File: src/rtl/atm_pkg.sv
// Shared types and helpers for the ATM channel-sequencing path (sequencer and frame assembler).
package atm_pkg;

  typedef enum logic [2:0] {
    StIdle,
    StSync,
    StRunStart,
    StRun,
    StDrop
  } atm_state_e;

  // Tag field sits directly above the sample; offsets below are relative to DATA_W.
  localparam int unsigned TAG_W    = 5;
  localparam int unsigned FSTART   = 4;
  localparam int unsigned FLAST    = 3;
  localparam int unsigned CH_LSB   = 0;
  localparam int unsigned DATA_LSB = 0;

  function automatic logic [3:0] popcount8(input logic [7:0] v);
    logic [3:0] n;
    n = '0;
    for (int i = 0; i < 8; i++) begin
      n = n + {3'b000, v[i]};
    end
    return n;
  endfunction

  function automatic logic [2:0] onehot_to_idx(input logic [7:0] v);
    logic [2:0] idx;
    idx = '0;
    for (int i = 0; i < 8; i++) begin
      if (v[i]) idx = 3'(i);
    end
    return idx;
  endfunction

  function automatic logic [2:0] lowest_enabled(input logic [7:0] chen);
    logic [2:0] idx;
    idx = '0;
    for (int i = 7; i >= 0; i--) begin
      if (chen[i]) idx = 3'(i);
    end
    return idx;
  endfunction

  function automatic logic [2:0] highest_enabled(input logic [7:0] chen);
    logic [2:0] idx;
    idx = '0;
    for (int i = 0; i < 8; i++) begin
      if (chen[i]) idx = 3'(i);
    end
    return idx;
  endfunction

  // Wraps past channel 7 back to channel 0.
  function automatic logic [2:0] next_enabled_channel(input logic [7:0] chen,
                                                      input logic [2:0] ch);
    logic [2:0] idx;
    logic [2:0] c;
    logic       found;
    idx   = ch;
    found = 1'b0;
    for (int i = 1; i <= 8; i++) begin
      c = ch + 3'(i);
      if (!found && chen[c]) begin
        idx   = c;
        found = 1'b1;
      end
    end
    return idx;
  endfunction

endpackage

File: src/rtl/atm_frame_assembler_if.sv
// Sequencer-to-assembler sample stream plus the sample FIFO write port.
interface atm_frame_assembler_if
  import atm_pkg::*;
#(
  parameter int unsigned DATA_W  = 16,
  parameter int unsigned FIFO_AW = 5
);
  logic                    DONE;
  logic [DATA_W-1:0]       ADC_DATA;
  logic [7:0]              ATMCHSEL_DATA;
  logic                    LASTWORD;
  logic [FIFO_AW:0]        FIFO_SPACE;
  logic                    FIFO_FULL;
  logic                    FIFO_WEN;
  logic [DATA_W+TAG_W-1:0] FIFO_WDATA;

  modport master (
    output DONE, ADC_DATA, ATMCHSEL_DATA, LASTWORD, FIFO_SPACE, FIFO_FULL,
    input  FIFO_WEN, FIFO_WDATA
  );

  modport slave (
    input  DONE, ADC_DATA, ATMCHSEL_DATA, LASTWORD, FIFO_SPACE, FIFO_FULL,
    output FIFO_WEN, FIFO_WDATA
  );
endinterface

File: src/rtl/atm_tag_check.sv
// Combinational decode of the one-hot channel tag against the enabled-channel mask.
module atm_tag_check
  import atm_pkg::*;
(
  input  logic [7:0] ATMCHSEL_DATA,
  input  logic [7:0] CHEN_sync,
  output logic [2:0] ch,
  output logic       valid_onehot,
  output logic       is_first,
  output logic       is_last_expected
);
  assign ch               = onehot_to_idx(ATMCHSEL_DATA);
  assign valid_onehot     = (popcount8(ATMCHSEL_DATA) == 4'd1);
  assign is_first         = (ch == lowest_enabled(CHEN_sync));
  assign is_last_expected = (ch == highest_enabled(CHEN_sync));
endmodule

File: src/rtl/atm_frame_assembler.sv
// Frame-atomic writer from the ADC/sequencer stream into the sample FIFO (SAMPLE_CLK domain).
module atm_frame_assembler
  import atm_pkg::*;
#(
  parameter int unsigned DATA_W  = 16,
  parameter int unsigned FIFO_AW = 5,
  parameter int unsigned CNT_W   = 8
) (
  input  logic               SAMPLE_CLK,
  input  logic               RST_sync,
  input  logic               ENSAMP_sync,
  input  logic [7:0]         CHEN_sync,
  atm_frame_assembler_if.slave bus,
  output logic [CNT_W-1:0]   FRAME_CNT,
  output logic [CNT_W-1:0]   DROP_CNT,
  output logic               SEQ_ERR,
  output logic               OVF_ERR
);
  localparam int unsigned SpaceW = FIFO_AW + 1;
  localparam int unsigned WordW  = DATA_W + TAG_W;

  atm_state_e       state_q, state_d;
  logic [2:0]       exp_q, exp_d;
  logic [7:0]       chen_q;
  logic             wen_q, wen_d;
  logic [WordW-1:0] wdata_q, wdata_d;
  logic [CNT_W-1:0] frame_cnt_q, frame_cnt_d;
  logic [CNT_W-1:0] drop_cnt_q, drop_cnt_d;
  logic             seq_err_q, seq_err_d;
  logic             ovf_err_q, ovf_err_d;

  logic [2:0] ch;
  logic       valid_onehot, is_first, is_last_expected;
  logic       space_ok, do_write, fstart;

  atm_tag_check u_tag_check (
    .ATMCHSEL_DATA    (bus.ATMCHSEL_DATA),
    .CHEN_sync        (CHEN_sync),
    .ch               (ch),
    .valid_onehot     (valid_onehot),
    .is_first         (is_first),
    .is_last_expected (is_last_expected)
  );

  // Reserve room for the whole frame up front so a started frame never overflows.
  assign space_ok = (bus.FIFO_SPACE >= SpaceW'(popcount8(CHEN_sync)));

  always_comb begin
    state_d     = state_q;
    exp_d       = exp_q;
    wen_d       = 1'b0;
    wdata_d     = wdata_q;
    frame_cnt_d = frame_cnt_q;
    drop_cnt_d  = drop_cnt_q;
    seq_err_d   = seq_err_q;
    ovf_err_d   = ovf_err_q;
    do_write    = 1'b0;
    fstart      = 1'b0;

    if (!ENSAMP_sync) begin
      state_d = StIdle;
    end else if (CHEN_sync != chen_q) begin
      state_d = StSync;
    end else if (state_q == StIdle) begin
      state_d = StSync;
    end else if (bus.DONE) begin
      if (!valid_onehot ||
          (state_q != StSync && bus.LASTWORD && !is_last_expected)) begin
        seq_err_d = 1'b1;
        state_d   = StSync;
      end else begin
        case (state_q)
          StSync: begin
            if (bus.LASTWORD) state_d = StRunStart;
          end
          StRunStart: begin
            if (!is_first) begin
              seq_err_d = 1'b1;
              state_d   = StSync;
            end else if (space_ok) begin
              do_write = 1'b1;
              fstart   = 1'b1;
            end else begin
              if (drop_cnt_q != '1) drop_cnt_d = drop_cnt_q + CNT_W'(1);
              state_d = bus.LASTWORD ? StRunStart : StDrop;
            end
          end
          StRun: begin
            if (ch != exp_q) begin
              seq_err_d = 1'b1;
              state_d   = StSync;
            end else begin
              do_write = 1'b1;
            end
          end
          StDrop: begin
            if (bus.LASTWORD) state_d = StRunStart;
          end
          default: ;
        endcase

        if (do_write) begin
          if (bus.FIFO_FULL) begin
            ovf_err_d = 1'b1;
            state_d   = StDrop;
          end else begin
            wen_d                            = 1'b1;
            wdata_d                          = '0;
            wdata_d[DATA_LSB +: DATA_W]      = bus.ADC_DATA;
            wdata_d[DATA_W + CH_LSB +: 3]    = ch;
            wdata_d[DATA_W + FLAST]          = bus.LASTWORD;
            wdata_d[DATA_W + FSTART]         = fstart;
            if (bus.LASTWORD) begin
              frame_cnt_d = frame_cnt_q + CNT_W'(1);
              state_d     = StRunStart;
            end else begin
              exp_d   = next_enabled_channel(CHEN_sync, ch);
              state_d = StRun;
            end
          end
        end
      end
    end
  end

  always_ff @(posedge SAMPLE_CLK) begin
    if (RST_sync) begin
      state_q     <= StIdle;
      exp_q       <= '0;
      chen_q      <= CHEN_sync;
      wen_q       <= 1'b0;
      wdata_q     <= '0;
      frame_cnt_q <= '0;
      drop_cnt_q  <= '0;
      seq_err_q   <= 1'b0;
      ovf_err_q   <= 1'b0;
    end else begin
      state_q     <= state_d;
      exp_q       <= exp_d;
      chen_q      <= CHEN_sync;
      wen_q       <= wen_d;
      wdata_q     <= wdata_d;
      frame_cnt_q <= frame_cnt_d;
      drop_cnt_q  <= drop_cnt_d;
      seq_err_q   <= seq_err_d;
      ovf_err_q   <= ovf_err_d;
    end
  end

  assign bus.FIFO_WEN   = wen_q;
  assign bus.FIFO_WDATA = wdata_q;
  assign FRAME_CNT      = frame_cnt_q;
  assign DROP_CNT       = drop_cnt_q;
  assign SEQ_ERR        = seq_err_q;
  assign OVF_ERR        = ovf_err_q;
endmodule

File: src/flat_wrapper.sv
// flat-port wrapper written by rule: the top's interface ports become plain ports
module atm_frame_assembler_flat import atm_pkg::*;
#(
  parameter int unsigned DATA_W  = 16,
  parameter int unsigned FIFO_AW = 5,
  parameter int unsigned CNT_W   = 8
)
  (SAMPLE_CLK, RST_sync, ENSAMP_sync, CHEN_sync, FRAME_CNT, DROP_CNT, SEQ_ERR, OVF_ERR, bus_DONE, bus_ADC_DATA, bus_ATMCHSEL_DATA, bus_LASTWORD, bus_FIFO_SPACE, bus_FIFO_FULL, bus_FIFO_WEN, bus_FIFO_WDATA);
  atm_frame_assembler_if #(.DATA_W(DATA_W), .FIFO_AW(FIFO_AW)) bus_i ();
  input  logic SAMPLE_CLK;
  input  logic RST_sync;
  input  logic ENSAMP_sync;
  input  logic [7:0] CHEN_sync;
  output logic [CNT_W-1:0] FRAME_CNT;
  output logic [CNT_W-1:0] DROP_CNT;
  output logic SEQ_ERR;
  output logic OVF_ERR;
  input wire logic [$bits(bus_i.DONE)-1:0] bus_DONE;
  input wire logic [$bits(bus_i.ADC_DATA)-1:0] bus_ADC_DATA;
  input wire logic [$bits(bus_i.ATMCHSEL_DATA)-1:0] bus_ATMCHSEL_DATA;
  input wire logic [$bits(bus_i.LASTWORD)-1:0] bus_LASTWORD;
  input wire logic [$bits(bus_i.FIFO_SPACE)-1:0] bus_FIFO_SPACE;
  input wire logic [$bits(bus_i.FIFO_FULL)-1:0] bus_FIFO_FULL;
  output wire logic [$bits(bus_i.FIFO_WEN)-1:0] bus_FIFO_WEN;
  output wire logic [$bits(bus_i.FIFO_WDATA)-1:0] bus_FIFO_WDATA;
  assign bus_i.DONE = bus_DONE;
  assign bus_i.ADC_DATA = bus_ADC_DATA;
  assign bus_i.ATMCHSEL_DATA = bus_ATMCHSEL_DATA;
  assign bus_i.LASTWORD = bus_LASTWORD;
  assign bus_i.FIFO_SPACE = bus_FIFO_SPACE;
  assign bus_i.FIFO_FULL = bus_FIFO_FULL;
  assign bus_FIFO_WEN = bus_i.FIFO_WEN;
  assign bus_FIFO_WDATA = bus_i.FIFO_WDATA;
  atm_frame_assembler #(.DATA_W(DATA_W), .FIFO_AW(FIFO_AW), .CNT_W(CNT_W)) u_core (.SAMPLE_CLK(SAMPLE_CLK), .RST_sync(RST_sync), .ENSAMP_sync(ENSAMP_sync), .CHEN_sync(CHEN_sync), .bus(bus_i), .FRAME_CNT(FRAME_CNT), .DROP_CNT(DROP_CNT), .SEQ_ERR(SEQ_ERR), .OVF_ERR(OVF_ERR));
endmodule
File: config.mk
export PLATFORM = sky130hd
export DESIGN_NAME = atm_frame_assembler_flat
export DESIGN_NICKNAME = d
export VERILOG_FILES = /design/src/rtl/atm_pkg.sv /design/src/rtl/atm_frame_assembler_if.sv /design/src/rtl/atm_tag_check.sv /design/src/rtl/atm_frame_assembler.sv /design/src/flat_wrapper.sv
export SDC_FILE = /design/constraint.sdc
export NUM_CORES = 1
export LEC_CHECK = 0
export ABC_AREA = 1
export CAP_MARGIN = 20
export CORE_UTILIZATION = 52
export CTS_CLUSTER_DIAMETER = 200
export DETAILED_ROUTE_END_ITERATION = 10
export PLACE_DENSITY = 0.77
export SLEW_MARGIN = 5
export SYNTH_ARGS = -nofsm -noshare
export SYNTH_HDL_FRONTEND = slang
export SYNTH_SLANG_ARGS = --single-unit
File: constraint.sdc
create_clock -name SAMPLE_CLK -period 4.6 [get_ports SAMPLE_CLK]
set_clock_uncertainty 0.05 [all_clocks]
set_input_delay 0.46 -clock SAMPLE_CLK [delete_from_list [all_inputs] [get_ports SAMPLE_CLK]]
set_output_delay 0.46 -clock SAMPLE_CLK [all_outputs]
set_load 0.01 [all_outputs]
## Yosys cells after proc, flatten, opt, wreduce, memory -nomap -nowiden

Index checks and enable logic that the tools add are counted.
W data, S select, Z words.

- Bits in registers: 54
- Input bits: 44
- Output and inout port bits: 40
- Logic and storage cells: 243

- $add $sub $neg: 23
- Magnitude comparators: 9
- Eq/ne operators: 19
- Muxes and demuxes: 137
- Bitwise operators: 9
- Reductions and logical operators: 36

Operators by type and width:

| cell | count |
|---|---|
| $mux W3 | 36 |
| $mux W1 | 90 |
| $add A4 B1 Y4 | 10 |
| $lt A3 B4 Y1 const B | 8 |
| $bmux W1 S3 | 8 |
| $reduce_and A7 Y1 | 3 |
| $add A8 B1 Y8 const B | 2 |
| $reduce_and A8 Y1 | 2 |
| $add A3 B3 Y3 const B | 4 |
| $ne A6 B1 Y1 const B | 2 |
| $reduce_and A5 Y1 | 2 |
| $logic_and A1 B1 Y1 | 9 |
| $logic_not A1 Y1 | 9 |
| $not A1 Y1 | 9 |
| $pmux W3 S3 | 1 |
| $reduce_and A9 Y1 | 1 |
| $ne A4 B1 Y1 const B | 2 |
| $ne A8 B8 Y1 | 1 |
| $ne A8 B8 Y1 const B | 1 |
| $ne A7 B7 Y1 const B | 1 |
| $reduce_bool A7 Y1 | 1 |
| $reduce_or A7 Y1 | 1 |
| $add A3 B2 Y3 const B | 2 |
| $eq A3 B2 Y1 const B | 2 |
| other kinds (20) | 26 |

## Depth between registers and ports, before layout

Gate-level depths: netlist of run 1.

- Word-level depth: 91
- Depth in mapped cells: 25
- Gate-level depth less buffers: 24

## Modules after synthesis

From an unflattened synthesis of run 1, not the netlist that was laid out.

- Cell total of the unflattened synthesis: 602
- Area, all modules: 3941.3 µm²

Modules (own cells, without submodules):

| module | times used | cells each | area an instance (µm²) | seq. area each (µm²) |
|---|---|---|---|---|
| atm_frame_assembler | 1 | 511 | 3444.6 | 1081.0 |
| atm_tag_check | 1 | 91 | 496.7 | 0.0 |

## Worst setup path after synthesis of run 1

No wires, ideal clock.

- Kind: input port to flip-flop
- From: input port CHEN_sync[0]
- To: register u_core.wdata_q[10], in the netlist u_core.bus.FIFO_WDATA[10]
- Setup time: 116 ps
- Data arrival time: 3928 ps
- Slack: 506 ps
- Stages: 20
- Buffers on the path: 1
- Cell sequence: ha_1 inv_1 fa_1 fa_1 fa_1 fa_1 xor2_1 ha_1 nand2_1 inv_1 o211ai_1 nand4_1 nand4_1 nand2_2 nand2_2 nor2_4 inv_2 buf_6 nor2_1 nor2_1

- Longest elaborated chain between the ends: 17
- Elaborated cells between the ends (all ways): 21
- Classes of those cells: add/sub: 7; order compare: 1; eq/ne: 2; mux: 9; bitwise: 1; reduce/logical: 1

Ends and longest elaborated chain:

| element | RTL line | text |
|---|---|---|
| start, declared | flat_wrapper.sv:13 | `input logic [7:0] CHEN_sync;` |
| $add A1 B1 Y2 | atm_pkg.sv:23 | `n = n + {3'b000, v[i]};` |
| $add A4 B1 Y4 (6 in a row) | atm_pkg.sv:23 |  |
| $ge A6 B4 Y1 | atm_frame_assembler.sv:46 | `assign space_ok = (bus.FIFO_SPACE >= SpaceW'(popcount8(CHEN_sync)));` |
| $mux W1 | atm_frame_assembler.sv:80 | `end else if (space_ok) begin` |
| $mux W1 | atm_frame_assembler.sv:77 | `if (!is_first) begin` |
| $pmux W1 S2 | atm_frame_assembler.sv:72 | `case (state_q)` |
| $mux W1 | atm_frame_assembler.sv:67 | `if (!valid_onehot \|\|` |
| $mux W1 | atm_frame_assembler.sv:66 | `end else if (bus.DONE) begin` |
| $mux W1 | atm_frame_assembler.sv:64 | `end else if (state_q == StIdle) begin` |
| $mux W1 | atm_frame_assembler.sv:62 | `end else if (CHEN_sync != chen_q) begin` |
| $mux W1 | atm_frame_assembler.sv:60 | `if (!ENSAMP_sync) begin` |
| $reduce_and A7 Y1 (no line) * | n/a |  |
| end signal, assigned | atm_frame_assembler.sv:142 | `wdata_q <= wdata_d;` |
| end, declared | atm_frame_assembler.sv:26 | `logic [WordW-1:0] wdata_q, wdata_d;` |

Every way passes the cells marked *; elsewhere a longest branch is shown, timed or not. The select of a mux whose other input is x is not followed.
A chain may end at the register's enable or synchronous reset.

## Worst setup path after layout of run 1

- From: input port CHEN_sync[0]
- To: register u_core.wdata_q[2], in the netlist u_core.bus.FIFO_WDATA[2]

Same word-level chain as after synthesis.

==> results of run 1 <==
## cell usage after synthesis, types with 2 or more instances
cell type	instances
sky130_fd_sc_hd__a21oi_1	26
sky130_fd_sc_hd__and2_1	2
sky130_fd_sc_hd__buf_2	2
sky130_fd_sc_hd__buf_4	3
sky130_fd_sc_hd__buf_6	3
sky130_fd_sc_hd__clkbuf_1	4
sky130_fd_sc_hd__dfxtp_1	54
sky130_fd_sc_hd__fa_1	8
sky130_fd_sc_hd__ha_1	14
sky130_fd_sc_hd__inv_1	62
sky130_fd_sc_hd__inv_2	12
sky130_fd_sc_hd__nand2_1	112
sky130_fd_sc_hd__nand2_2	9
sky130_fd_sc_hd__nand3_1	76
sky130_fd_sc_hd__nand3_2	3
sky130_fd_sc_hd__nand4_1	19
sky130_fd_sc_hd__nand4_2	2
sky130_fd_sc_hd__nor2_1	84
sky130_fd_sc_hd__nor2_2	4
sky130_fd_sc_hd__nor2_4	4
sky130_fd_sc_hd__nor3_1	4
sky130_fd_sc_hd__nor4_1	2
sky130_fd_sc_hd__o211ai_1	3
sky130_fd_sc_hd__o21a_1	3
sky130_fd_sc_hd__o21ai_0	37
sky130_fd_sc_hd__o21ai_1	4
sky130_fd_sc_hd__or2_2	4
sky130_fd_sc_hd__xnor2_1	13
sky130_fd_sc_hd__xor2_1	8
## per-layer routing
metal / GRT usage [%] / vias up / wire [um]
met4: 7.648 / 0 / 192
met3: 3.970 / 20 / 451
li1: - / 2152 / -
met2: 48.30 / 122 / 5410
met1: 33.58 / 1998 / 4740
met5: 0 / - / 0
## per-stage QoR
step	setup TNS, ns	total power, mW	std cells	util (%)
finish	0	1.174	798	71.43
CTS	0	1.166	795	69.93
detailed placement	-7.756	0.8463	787	68.42
global route	-0.01011	1.252	798	71.43
floorplan	0	0.7280	595	-
global placement	-3.505	0.8351	787	68.42
## timing repair
action                                  4_1_cts  5_1_grt
hold buffers                                  0        0
buffers inserted                              0        2
gates resized for setup                       0       27
endpoints found under the setup margin        0       41
## sequential cells by signal (all words and copies together) (netlist names)
signal and count:
u_core.FRAME_CNT 8, u_core.chen_q 8, u_core.bus.FIFO_WEN 1, u_core.SEQ_ERR 1, u_core.state_q 3, u_core.DROP_CNT 8
u_core.bus.FIFO_WDATA 21, u_core.OVF_ERR 1, u_core.exp_q 3
## placed cells by master (no fill, tap or decap), types with 5 or more instances in the layout
cell type                         Yosys  routed
sky130_fd_sc_hd__a21oi_1             26      24
sky130_fd_sc_hd__buf_4                3      22
sky130_fd_sc_hd__clkbuf_8             0       5
sky130_fd_sc_hd__clkdlybuf4s50_1      0      79
sky130_fd_sc_hd__dfxtp_1             54      54
sky130_fd_sc_hd__fa_1                 8       6
sky130_fd_sc_hd__ha_1                14      13
sky130_fd_sc_hd__inv_1               62      62
sky130_fd_sc_hd__inv_2               12      12
sky130_fd_sc_hd__nand2_1            112     112
sky130_fd_sc_hd__nand2_2              9       9
sky130_fd_sc_hd__nand3_1             76      75
sky130_fd_sc_hd__nand4_1             19      19
sky130_fd_sc_hd__nor2_1              84      84
sky130_fd_sc_hd__o21ai_0             37      27
sky130_fd_sc_hd__o21ai_1              4      12
sky130_fd_sc_hd__xnor2_1             13      13
sky130_fd_sc_hd__xor2_1               8       8
## critical path, cell delays in order
cell                             delay, ns
sky130_fd_sc_hd__dlymetal6s2s_1       0.14
sky130_fd_sc_hd__ha_1                 0.29
sky130_fd_sc_hd__inv_1                0.08
sky130_fd_sc_hd__fa_1                 0.45
sky130_fd_sc_hd__fa_1                 0.52
sky130_fd_sc_hd__fa_2                 0.43
sky130_fd_sc_hd__fa_2                 0.60
sky130_fd_sc_hd__ha_4                 0.20
sky130_fd_sc_hd__inv_1                0.05
sky130_fd_sc_hd__nor2_1               0.03
sky130_fd_sc_hd__o211ai_1             0.17
sky130_fd_sc_hd__nand4_1              0.18
sky130_fd_sc_hd__nand4_1              0.18
sky130_fd_sc_hd__nand2_2              0.11
sky130_fd_sc_hd__nand2_2              0.11
sky130_fd_sc_hd__nor2_4               0.05
sky130_fd_sc_hd__buf_12               0.13
sky130_fd_sc_hd__clkbuf_16            0.15
sky130_fd_sc_hd__o21ai_0              0.15
sky130_fd_sc_hd__nor2_1               0.07
## area by class of cell
cell class	count	area (um^2)
fill	601	2095
sequential	54	1081
inverter	76	289.0
multi-input combinational	453	2566
tap	99	123.9
clock inverter	2	37.54
clock buffer	6	72.57
timing repair buffer	108	1066
## power groups by stage
stage          combinational, mW  clock (mW)  sequential (mW)
4_1_cts                    0.364       0.328            0.474
2_1_floorplan              0.244           0            0.484
5_1_grt                    0.431       0.347            0.474
6_report                   0.378       0.323            0.474
3_5_place_dp               0.362           0            0.484
3_3_place_gp               0.351           0            0.484
## kinds of logic after synthesis
kind of cell | Yosys count | share of synthesized area (%)
XOR/XNOR | 21 | 4.624
flip-flops | 54 | 27.18
AO/OA/AOI/OAI | 76 | 10.16
adder cells (fa/ha/maj) | 22 | 8.430
AND/OR/NAND/NOR | 334 | 40.36
buffers and inverters | 88 | 9.248
## worst max-delay path by stage
stage                                 to  cells after the start         start  slack (ns)
5_1_grt                  u_core.exp_q[1]                     23  CHEN_sync[0]       -0.01
4_1_cts        u_core.bus.FIFO_WDATA[18]                     20  CHEN_sync[0]        0.04
6_report        u_core.bus.FIFO_WDATA[2]                     20  CHEN_sync[0]        0.20
3_3_place_gp    u_core.bus.FIFO_WDATA[6]                     20  CHEN_sync[0]       -0.12
3_5_place_dp    u_core.bus.FIFO_WDATA[0]                     20  CHEN_sync[0]       -0.27
2_1_floorplan  u_core.bus.FIFO_WDATA[10]                     20  CHEN_sync[0]        0.51
==> flow_summary.ini, run 1 <==
[worst_hold_path]
worst_hold_path.endpoint = u_core.chen_q[0]
timing.hold.worst_path_depth = 2
hold_start = CHEN_sync[0]
hold_path_class = input pin to flip-flop

[sta]
setup_ws_ns = 0.1951
timing_worst_slew_pin_value_ns = 0.8716
hold_ws_ns = 0.3969
finalCriticalPeriod_ns = 4.405
clock.fmax_mhz = 227.0
final_max_slew_viol_count = 0
period_share_pct = 95.76
slew_headroom_pct = 41.83
hold_viol = 0
finalSetupViolations = 0

[outcome]
outcome = completed

[synth]
syn_area_um2 = 3978
synth_top_area_cell = sky130_fd_sc_hd__dfxtp_1
yosys_register_bits = 54
ys_top_cells_by_area = sky130_fd_sc_hd__dfxtp_1 (27%), sky130_fd_sc_hd__nand2_1 (11%), sky130_fd_sc_hd__nand3_1 (9.6%)
postSynthNetCount = 661
yosys.area.top_type_share_pct = 27.18
netlist_instances = 595
synthesis.yosys.warnings = 0
synth.lib_cells_used.distinct = 43
async_flop_share_pct = 0
number_of_flops_mapped_to_enable_cells_by_yosys = 0
synth_seq_area_share_pct = 27.18
syn_avg_cell_area_um2 = 6.685
synth_top_flop_cell = sky130_fd_sc_hd__dfxtp_1

[layout]
post_layout_instance_area_um2 = 5236
num_antenna_cells = 0
final_layout_size_suffix_gt1_share_pct = 12.45
layout.nets = 764
areaGrowthSynthToFinish_pct = 31.65

[placed_design]
gpl.final_weighted_congestion = 0.9287
place.detailed.hpwl_mm = 8.190
dp_worst_setup_slack_ns = -0.2671
buffer_ports.inserted = 83
placed_area_um2 = 5016

[critical_path]
cp_max_fo = 10
reg2reg_depth = 11
worstPathArrival_ns = 4.57
crit-reg2reg-capture = u_core.exp_q[2]
critical_path.startpoint_type = input pin
worst_r2r_src = u_core.chen_q[5]
critPathKind = input pin to flip-flop
timing.reg2reg.setup_slack_ns = 2.37
worstPathRequired_ns = 4.76
endpoint_kind = flip-flop

[power_and_ir_drop]
power_density_nw_per_um2 = 224.3
vdd.ir_drop.worst_mv = 0.1472
internal_pwr_total_mw = 0.7874
power.clock.fraction_pct = 27.5
power.net_switching_mw = 0.3870
seqPwrFrac_pct = 40.3
comb_power_share_pct = 32.2
p_leak_nw = 2.407
power_switching_share_pct = 32.95

[floorplan]
io_pins = 84
fp.dieArea_um2 = 8003
die_width_um = 89.46
effective_utilization_at_floorplan_pct = 54.26
chipHeight_um = 89.46
rows = 31
core_um2 = 7331

[grt]
pin_count_of_the_biggest_net_entering_global_routing = 31
grt-ovfl-total = 0
antenna_found_initial = 0
globalRouteTotalUtil_pct = 26.96
wire_length_of_the_first_global_routing_pass_mm = 16.95
first_global_vias = 3822

[routing]
first_pass_iters = 5
route.detailed.drc = 0
route.detailed.wl_per_inst_um = 13.53
dr_total_vias = 4292
ant_nets = 0
route.detailed.vias_per_inst = 5.378
detail_route.wirelength_mm = 10.80
dr.first_iter.drc_count = 262

[cts]
cts.root.buffer_cell = sky130_fd_sc_hd__clkbuf_8
cts_tree = done
clockBufferDepth = 2
clkSinkCount = 54
clk_latency_ns = 0.31
num_cts_buffers = 5
cts_max_level = 2
clk_pin_slew_ns = 0.11

[run]
max_cap_viol_count = 0
No activity file was read; power rests on OpenSTA's default activity.
==> run 2, diff against run 1 <==
--- a/config.mk
+++ b/config.mk
@@ -11,7 +11,6 @@
 export CTS_CLUSTER_DIAMETER = 200
 export DETAILED_ROUTE_END_ITERATION = 10
 export PLACE_DENSITY = 0.77
-export SLEW_MARGIN = 5
 export SYNTH_ARGS = -nofsm -noshare
 export SYNTH_HDL_FRONTEND = slang
 export SYNTH_SLANG_ARGS = --single-unit
==> results of run 2 <==
Same layout as run 1: the final DEF is identical, and so are final timing and power.
